<file path="src/rtl/video_bank_sys_if.sv">
// Serial-in / pixel-out signal bundle for the double-buffered video frame store.
interface video_bank_sys_if;
  logic video_bank_we;
  logic MISO;
  logic read_pixel_clk_en;
  logic SPI_clk_en;
  logic audio_clk_en;
  logic video_bank_sel;
  logic pixel_data_out;

  modport master (
    output video_bank_we, MISO,
    input  read_pixel_clk_en, SPI_clk_en, audio_clk_en, video_bank_sel, pixel_data_out
  );

  modport slave (
    input  video_bank_we, MISO,
    output read_pixel_clk_en, SPI_clk_en, audio_clk_en, video_bank_sel, pixel_data_out
  );
endinterface

</file>
<file path="src/rtl/video_bank_sys.sv">
// Clock-enable dividers plus a double-buffered 1-bit frame store, upscaled SCALE x SCALE on readout.
// Define VIDEO_TEST_PATTERN_EN to replace the bank output with a cell checkerboard.
module video_bank_sys #(
  parameter int SCREEN_WIDTH  = 32,
  parameter int SCREEN_HEIGHT = 24,
  parameter int SCALE         = 4,
  parameter int PIXEL_DIV     = 4,
  parameter int SPI_DIV       = 40,
  parameter int AUDIO_DIV     = 907
) (
  input  logic       CLK_40,
  input  logic       reset,
  video_bank_sys_if.slave bus
);

  localparam int X_W    = SCREEN_WIDTH / SCALE;
  localparam int Y_H    = SCREEN_HEIGHT / SCALE;
  localparam int DEPTH  = X_W * Y_H;
  localparam int ADDR_W = $clog2(DEPTH);
  localparam int X_BITS = $clog2(SCREEN_WIDTH);
  localparam int Y_BITS = $clog2(SCREEN_HEIGHT);
  localparam int PIX_W  = $clog2(PIXEL_DIV);
  localparam int SPI_W  = $clog2(SPI_DIV);
  localparam int AUD_W  = $clog2(AUDIO_DIV);

  logic [PIX_W-1:0]  pixCnt_q, pixCnt_d;
  logic [SPI_W-1:0]  spiCnt_q, spiCnt_d;
  logic [AUD_W-1:0]  audCnt_q, audCnt_d;
  logic [X_BITS-1:0] xPos_q, xPos_d;
  logic [Y_BITS-1:0] yPos_q, yPos_d;
  logic [ADDR_W-1:0] wrAddr_q, wrAddr_d;
  logic              wrFull_q, wrFull_d;
  logic              valid_q, valid_d;
  logic              sel_q, sel_d;
  logic              pixel_q, pixel_d;

  logic bank0_q [DEPTH];
  logic bank1_q [DEPTH];

  logic pixEn, spiEn, audEn;
  logic wrFire, wrLast, frameEnd, swap;
  logic lastX, lastY;
  logic [X_BITS-1:0] xCell;
  logic [Y_BITS-1:0] yCell;
  logic [ADDR_W-1:0] rdAddr;
  logic readBit;

  assign pixEn = (pixCnt_q == PIX_W'(PIXEL_DIV - 1));
  assign spiEn = (spiCnt_q == SPI_W'(SPI_DIV - 1));
  assign audEn = (audCnt_q == AUD_W'(AUDIO_DIV - 1));

  assign lastX    = (xPos_q == X_BITS'(SCREEN_WIDTH - 1));
  assign lastY    = (yPos_q == Y_BITS'(SCREEN_HEIGHT - 1));
  assign frameEnd = pixEn && lastX && lastY;

  // A write landing on the last address in the frame-end cycle still counts as a full bank.
  assign wrFire = spiEn && bus.video_bank_we && !wrFull_q;
  assign wrLast = wrFire && (wrAddr_q == ADDR_W'(DEPTH - 1));
  assign swap   = frameEnd && (wrFull_q || wrLast);

  assign xCell   = X_BITS'(int'(xPos_q) / SCALE);
  assign yCell   = Y_BITS'(int'(yPos_q) / SCALE);
  assign rdAddr  = ADDR_W'(int'(yCell) * X_W + int'(xCell));
  assign readBit = sel_q ? bank1_q[rdAddr] : bank0_q[rdAddr];

  always_comb begin
    pixCnt_d = pixEn ? '0 : pixCnt_q + 1'b1;
    spiCnt_d = spiEn ? '0 : spiCnt_q + 1'b1;
    audCnt_d = audEn ? '0 : audCnt_q + 1'b1;

    xPos_d = xPos_q;
    yPos_d = yPos_q;
    if (pixEn) begin
      if (lastX) begin
        xPos_d = '0;
        yPos_d = lastY ? '0 : yPos_q + 1'b1;
      end else begin
        xPos_d = xPos_q + 1'b1;
      end
    end

    wrAddr_d = wrAddr_q;
    wrFull_d = wrFull_q;
    if (swap) begin
      wrAddr_d = '0;
      wrFull_d = 1'b0;
    end else if (wrLast) begin
      wrFull_d = 1'b1;
    end else if (wrFire) begin
      wrAddr_d = wrAddr_q + 1'b1;
    end

    sel_d   = sel_q ^ swap;
    valid_d = valid_q | swap;

    pixel_d = pixel_q;
    if (pixEn) begin
`ifdef VIDEO_TEST_PATTERN_EN
      pixel_d = xCell[0] ^ yCell[0];
`else
      pixel_d = valid_q ? readBit : 1'b0;
`endif
    end
  end

  always_ff @(posedge CLK_40 or negedge reset) begin
    if (!reset) begin
      pixCnt_q <= '0;
      spiCnt_q <= '0;
      audCnt_q <= '0;
      xPos_q   <= '0;
      yPos_q   <= '0;
      wrAddr_q <= '0;
      wrFull_q <= 1'b0;
      valid_q  <= 1'b0;
      sel_q    <= 1'b0;
      pixel_q  <= 1'b0;
    end else begin
      pixCnt_q <= pixCnt_d;
      spiCnt_q <= spiCnt_d;
      audCnt_q <= audCnt_d;
      xPos_q   <= xPos_d;
      yPos_q   <= yPos_d;
      wrAddr_q <= wrAddr_d;
      wrFull_q <= wrFull_d;
      valid_q  <= valid_d;
      sel_q    <= sel_d;
      pixel_q  <= pixel_d;
    end
  end

  // Bank storage survives reset; the write bank is always the one not being displayed.
  always_ff @(posedge CLK_40) begin
    if (wrFire) begin
      if (sel_q) begin
        bank0_q[wrAddr_q] <= bus.MISO;
      end else begin
        bank1_q[wrAddr_q] <= bus.MISO;
      end
    end
  end

  assign bus.read_pixel_clk_en = pixEn;
  assign bus.SPI_clk_en        = spiEn;
  assign bus.audio_clk_en      = audEn;
  assign bus.video_bank_sel    = sel_q;
  assign bus.pixel_data_out    = pixel_q;

endmodule

</file>
<file path="src/flat_wrapper.sv">
// flat-port wrapper written by rule: the top's interface ports become plain ports
module video_bank_sys_flat 
#(
  parameter int SCREEN_WIDTH  = 32,
  parameter int SCREEN_HEIGHT = 24,
  parameter int SCALE         = 4,
  parameter int PIXEL_DIV     = 4,
  parameter int SPI_DIV       = 40,
  parameter int AUDIO_DIV     = 907
)
  (CLK_40, reset, bus_video_bank_we, bus_MISO, bus_read_pixel_clk_en, bus_SPI_clk_en, bus_audio_clk_en, bus_video_bank_sel, bus_pixel_data_out);
  video_bank_sys_if bus_i ();
  input  logic CLK_40;
  input  logic reset;
  input wire logic [$bits(bus_i.video_bank_we)-1:0] bus_video_bank_we;
  input wire logic [$bits(bus_i.MISO)-1:0] bus_MISO;
  output wire logic [$bits(bus_i.read_pixel_clk_en)-1:0] bus_read_pixel_clk_en;
  output wire logic [$bits(bus_i.SPI_clk_en)-1:0] bus_SPI_clk_en;
  output wire logic [$bits(bus_i.audio_clk_en)-1:0] bus_audio_clk_en;
  output wire logic [$bits(bus_i.video_bank_sel)-1:0] bus_video_bank_sel;
  output wire logic [$bits(bus_i.pixel_data_out)-1:0] bus_pixel_data_out;
  assign bus_i.video_bank_we = bus_video_bank_we;
  assign bus_i.MISO = bus_MISO;
  assign bus_read_pixel_clk_en = bus_i.read_pixel_clk_en;
  assign bus_SPI_clk_en = bus_i.SPI_clk_en;
  assign bus_audio_clk_en = bus_i.audio_clk_en;
  assign bus_video_bank_sel = bus_i.video_bank_sel;
  assign bus_pixel_data_out = bus_i.pixel_data_out;
  video_bank_sys #(.SCREEN_WIDTH(SCREEN_WIDTH), .SCREEN_HEIGHT(SCREEN_HEIGHT), .SCALE(SCALE), .PIXEL_DIV(PIXEL_DIV), .SPI_DIV(SPI_DIV), .AUDIO_DIV(AUDIO_DIV)) u_core (.CLK_40(CLK_40), .reset(reset), .bus(bus_i));
endmodule
</file>
<file path="config.mk">
export PLATFORM = sky130hd
export DESIGN_NAME = video_bank_sys_flat
export DESIGN_NICKNAME = d
export VERILOG_FILES = /design/src/rtl/video_bank_sys_if.sv /design/src/rtl/video_bank_sys.sv /design/src/flat_wrapper.sv
export SDC_FILE = /design/constraint.sdc
export NUM_CORES = 1
export LEC_CHECK = 0
export ABC_AREA = 0
export CORE_ASPECT_RATIO = 2
export CORE_UTILIZATION = 41
export CTS_CLUSTER_DIAMETER = 100
export DETAILED_ROUTE_END_ITERATION = 10
export SYNTH_ARGS = -nofsm -noshare
export SYNTH_HDL_FRONTEND = slang
export SYNTH_SLANG_ARGS = --single-unit
</file>
<file path="constraint.sdc">
create_clock -name CLK_40 -period 4.3 [get_ports CLK_40]
set_clock_uncertainty 0.15 [all_clocks]
set_input_delay 1.075 -clock CLK_40 [delete_from_list [all_inputs] [get_ports CLK_40]]
set_output_delay 1.075 -clock CLK_40 [all_outputs]
set_load 0.03 [all_outputs]
</file>
==> results <==
- The run finished with clean final reports.
- Post-CTS repair changed the size of 0 cells.
- The detailed router placed around 3600 vias in this run.
- After synthesis, the largest family of logic cells by area is simple AND/OR/NAND/NOR gates.
- The power per unit of standard cell area is between 400 and 500 nW/um^2.
- Wire segments on met2 add up to 7010 microns in the final route.
- The total of warnings raised by yosys is 0.
- The maximum fanout count along the critical path is 6.
- In this run the number of H-tree levels came out at 4.
- The number of nets still failing antenna checks after routing is 0.
- Entering global routing, the biggest net connects 51 pins.
- Setup repair after global routing left no endpoint under its margin.
- The wire length of the first global-routing pass is between 15000 and 20000 microns.
- Derived from the worst setup path, the maximum achievable clock frequency is 260 MHz.
- The repair_antennas step left the layout with diodes totalling 0.
- Across every metal layer, demand over resource in global routing totals 17.9%.
- The area of the die is 15200 sq um.
- The tightest hold path in the finished design has a slack of between 300 and 400 ps.
- The total wirelength of the detailed-routed design is 12600 microns.
- The path class of the lowest-slack min-delay path is reg2reg.
- On the critical path, the stage with the largest delay is an instance of sky130_fd_sc_hd__clkdlybuf4s50_1.
- The most repeated cell in the gate-level netlist after synthesis is sky130_fd_sc_hd__nor2_1.
- The number of clock buffers added by TritonCTS is 17.
- The adder and majority cell fraction of the synthesized area is 1.66%.
- After synthesis the cells add up to 6020 sq um.
- Counting flops with a built-in enable in the synthesized netlist gives 96.
- TritonCTS built the clock tree.
- The hold violation total from the final report is 0.
- Total power for the finished layout comes to 2850 uW.
- The floorplan has 62 rows.
- At the end of routability-driven placement, the weighted congestion stood at 0.796.
- The element type at the critical path end is an output pin.
- The number of nets handed over by synthesis was 463.
- The average cell area after synthesis is 13.3 sq um.
- The commonest cells after synthesis are 113 x sky130_fd_sc_hd__nor2_1, 96 x sky130_fd_sc_hd__edfxtp_1, 38 x sky130_fd_sc_hd__dfrtp_1, 22 x sky130_fd_sc_hd__nand2_1, 21 x sky130_fd_sc_hd__nand3_1.
- No sink is reached through more buffers than the 2 on the longest clock path.
- The region available for standard cell placement spans 14400 sq um.
- The ratio of final minimum period to clock period is 89.3%.
- The sort of element at the start of the critical path is a register.
- The tree built by TritonCTS fans out to 134 sinks.
- The peak supply drop is between 0.0002 and 0.00025 V.
- The highest metal layer with signal wires is met4.
- Multiplexer cells account for between 10% and 20% of the synthesized area.
- The number of synthesized register bits is 134.
- The fraction of synthesized cell area in xor and xnor cells is 1.89%.
- The tool flagged a number of max-cap violations equal to 0.
- The first routing iteration left 255 violations.
- The worst slew margin relative to its limit is 31.0%.
- Global routing finished with a remaining overflow of 0.
- The final critical-path required period is 3840 ps.
- The DRC violation count after routing is 0.
- The number of hold buffers added after CTS is 0.
- The fraction of synthesized cell area taken by the top area cell type is 47.9%.
- The flip-flop cell with the highest count after synthesis is sky130_fd_sc_hd__edfxtp_1.
- In the detailed route, the total length drawn on met3 is 407 microns.
- The HPWL reported at the end of detailed placement is 8280 microns.
- In the post-synthesis netlist, the biggest area contributors are sky130_fd_sc_hd__edfxtp_1 48%, sky130_fd_sc_hd__dfrtp_1 16%, sky130_fd_sc_hd__nor2_1 7.1%, sky130_fd_sc_hd__mux4_2 6.4%, sky130_fd_sc_hd__mux4_1 3.5%.
- The synthesized design spends more area on one cell type than any other, namely sky130_fd_sc_hd__edfxtp_1.
- The arrival time reported for the critical path endpoint is 2620 ps.
- Measured along the y axis, the die boundary spans between 150 and 200 microns.
- The layout cell share with drive strength beyond 1 is 14.0%.
- The summed negative setup slack over all endpoints is 0 ps.
- In the final routed layout, each cell accounts on average for between 15 and 20 microns.
- The number of vias per cell is 5.48.
- Of the total synthesized cell area, the portion taken by AND, OR, NAND and NOR gates is 15.5%.
- The startpoint-to-endpoint class of the critical path is reg2out.
- Walking the worst path, the cells encountered are inv_1 > ha_1 > and4b_1 > nand3_1 > nor3_1 > clkdlybuf4s50_1.
- The initial cell density of the core is 41.9%.
- The synthesis-to-layout area growth is 13.8%.
- Sequential elements use 63.7% of the synthesized area.
- The initial antenna violation count is 0.
- The distinct cell type count after synthesis is 44.
- The number of top-level pins is 9.
- The number of setup violations in the final report is 0.
- The number of detailed-route iterations in the first pass is 4.
- The gate count after technology mapping is 451.
- The cell leakage power is 0.00241 uW.
- The buffer type at the clock tree root is sky130_fd_sc_hd__clkbuf_16.
- The number of setup buffers added after CTS is 0.
- The number of global-route vias before repair is about 3700.
- After the last flow step, the layout net total stands at around 470.
- Counting flops with an async set or reset pin after synthesis yields a share of 28.4%.
- For the pin with the worst max-slew slack, the measured transition is around 1000 ps.
- The detailed router put a total of roughly 4800 microns of wire on met1.
- The required time reported for the critical path endpoint is 3070 ps.
- The die width is 87.7 microns.
- The clock latency reported for the late side of the worst-skew pair is 420 ps.
- The number of port buffers is 8.
- The number of pins exceeding their max-slew limit in the final report is 0.
- The largest single stage delay on the critical path is 780 ps.
- The synthesized netlist devotes 3.49% of its cell area to compound gates.
- The clock-pin slew of the registers on the worst-case setup and hold paths is roughly 60 ps.
-- worst max-delay path, delay by kind of cell (launching register included) --
family	cells	cell delay, ps
adder cells (fa/ha/maj)	1	130
buffers and inverters	2	860
flip-flops	1	430
AND/OR/NAND/NOR	3	760
-- through the flow --
stage	utilization, %	cells	cell area, sq um	setup WS [ps]
finish	47.7	665	6850	459
global route	47.7	665	6850	266
CTS	47.7	665	6850	410
detailed placement	43.6	633	6260	811
global placement	43.6	633	6260	903
floorplan	-	451	6020	1360
-- report_power, final --
part           internal (uW)  switching (uW)  total, uW  leakage [uW]
clock                    905             531       1440      0.000285
combinational           3.64            24.6       28.2      0.000779
sequential              1390            1.38       1390       0.00135
total                   2300             557       2850       0.00241
-- final timing paths --
path / from / endpoint / slack (ps) / cells past startpoint
max in group asynchronous: reset / u_core.audCnt_q[3]$_DFF_PN0_ / 2850 / 1
min reg2reg: u_core.pixCnt_q[0]$_DFF_PN0_ / u_core.pixCnt_q[0]$_DFF_PN0_ / 300 / 1
min: u_core.pixCnt_q[0]$_DFF_PN0_ / u_core.pixCnt_q[0]$_DFF_PN0_ / 300 / 1
max reg2reg: u_core.xPos_q[2]$_DFFE_PN0N_ / u_core.bus.pixel_data_out$_DFFE_PN0N_ / 1330 / 6
min in group asynchronous: reset / u_core.wrAddr_q[0]$_DFFE_PN0P_ / 610 / 1
max: u_core.audCnt_q[0]$_DFF_PN0_ / bus_audio_clk_en / 460 / 6
-- logic make-up (layout without fill, tap and decap cells) --
logic type | Yosys count | count (layout)
adders and majority gates | 8 | 8
buffers and inverters | 29 | 51
and+or+nand+nor | 200 | 200
muxes | 35 | 35
DFF | 134 | 134
AOI/OAI and AO/OA | 32 | 32
xor gates and xnor gates | 13 | 13
-- layout make-up --
| class | count | area, sq um |
|---|---|---|
| clock buffer | 18 | 429 |
| clock inverter | 14 | 159 |
| fill | 1248 | 7510 |
| inverter | 7 | 26.3 |
| multi-input combinational | 288 | 2060 |
| sequential | 134 | 3830 |
| tap | 192 | 240 |
| timing repair buffer | 12 | 100 |
-- placed cells by master, fill, tap and decap left out, types with 4 or more instances in the layout --
master / n
sky130_fd_sc_hd__nand3_1: 21
sky130_fd_sc_hd__mux2_2: 8
sky130_fd_sc_hd__nand3b_1: 5
sky130_fd_sc_hd__a311oi_1: 4
sky130_fd_sc_hd__nor3_1: 5
sky130_fd_sc_hd__clkinv_2: 4
sky130_fd_sc_hd__buf_4: 4
sky130_fd_sc_hd__and3_1: 7
sky130_fd_sc_hd__xor2_1: 5
sky130_fd_sc_hd__a22oi_1: 4
sky130_fd_sc_hd__xnor2_1: 8
sky130_fd_sc_hd__a21oi_1: 7
sky130_fd_sc_hd__dfrtp_1: 38
sky130_fd_sc_hd__nand2_1: 22
sky130_fd_sc_hd__mux4_2: 17
sky130_fd_sc_hd__edfxtp_1: 96
sky130_fd_sc_hd__clkbuf_16: 17
sky130_fd_sc_hd__inv_1: 7
sky130_fd_sc_hd__nor2b_1: 6
sky130_fd_sc_hd__ha_1: 8
sky130_fd_sc_hd__o21ai_0: 7
sky130_fd_sc_hd__nor2_1: 113
sky130_fd_sc_hd__clkdlybuf4s50_1: 6
sky130_fd_sc_hd__mux4_1: 8
-- state kept, by name, summed over array words and instances, names as in the netlist --
signal / cells
u_core.wrAddr_q: 6
u_core.bank0_q: 48
u_core.audCnt_q: 10
u_core.valid_q: 1
u_core.wrFull_q: 1
u_core.xPos_q: 5
u_core.pixCnt_q: 2
u_core.yPos_q: 5
u_core.bank1_q: 48
u_core.spiCnt_q: 6
u_core.bus.pixel_data_out: 1
u_core.bus.video_bank_sel: 1
-- metal layers --
layer / track usage [%] / vias to the layer above
li1: - / 1680
met1: 18.1 / 1867
met2: 33.0 / 78
met3: 3.76 / 22
met4: 9.43 / 0
met5: 0 / -
No activity file was read; power rests on OpenSTA's default activity.
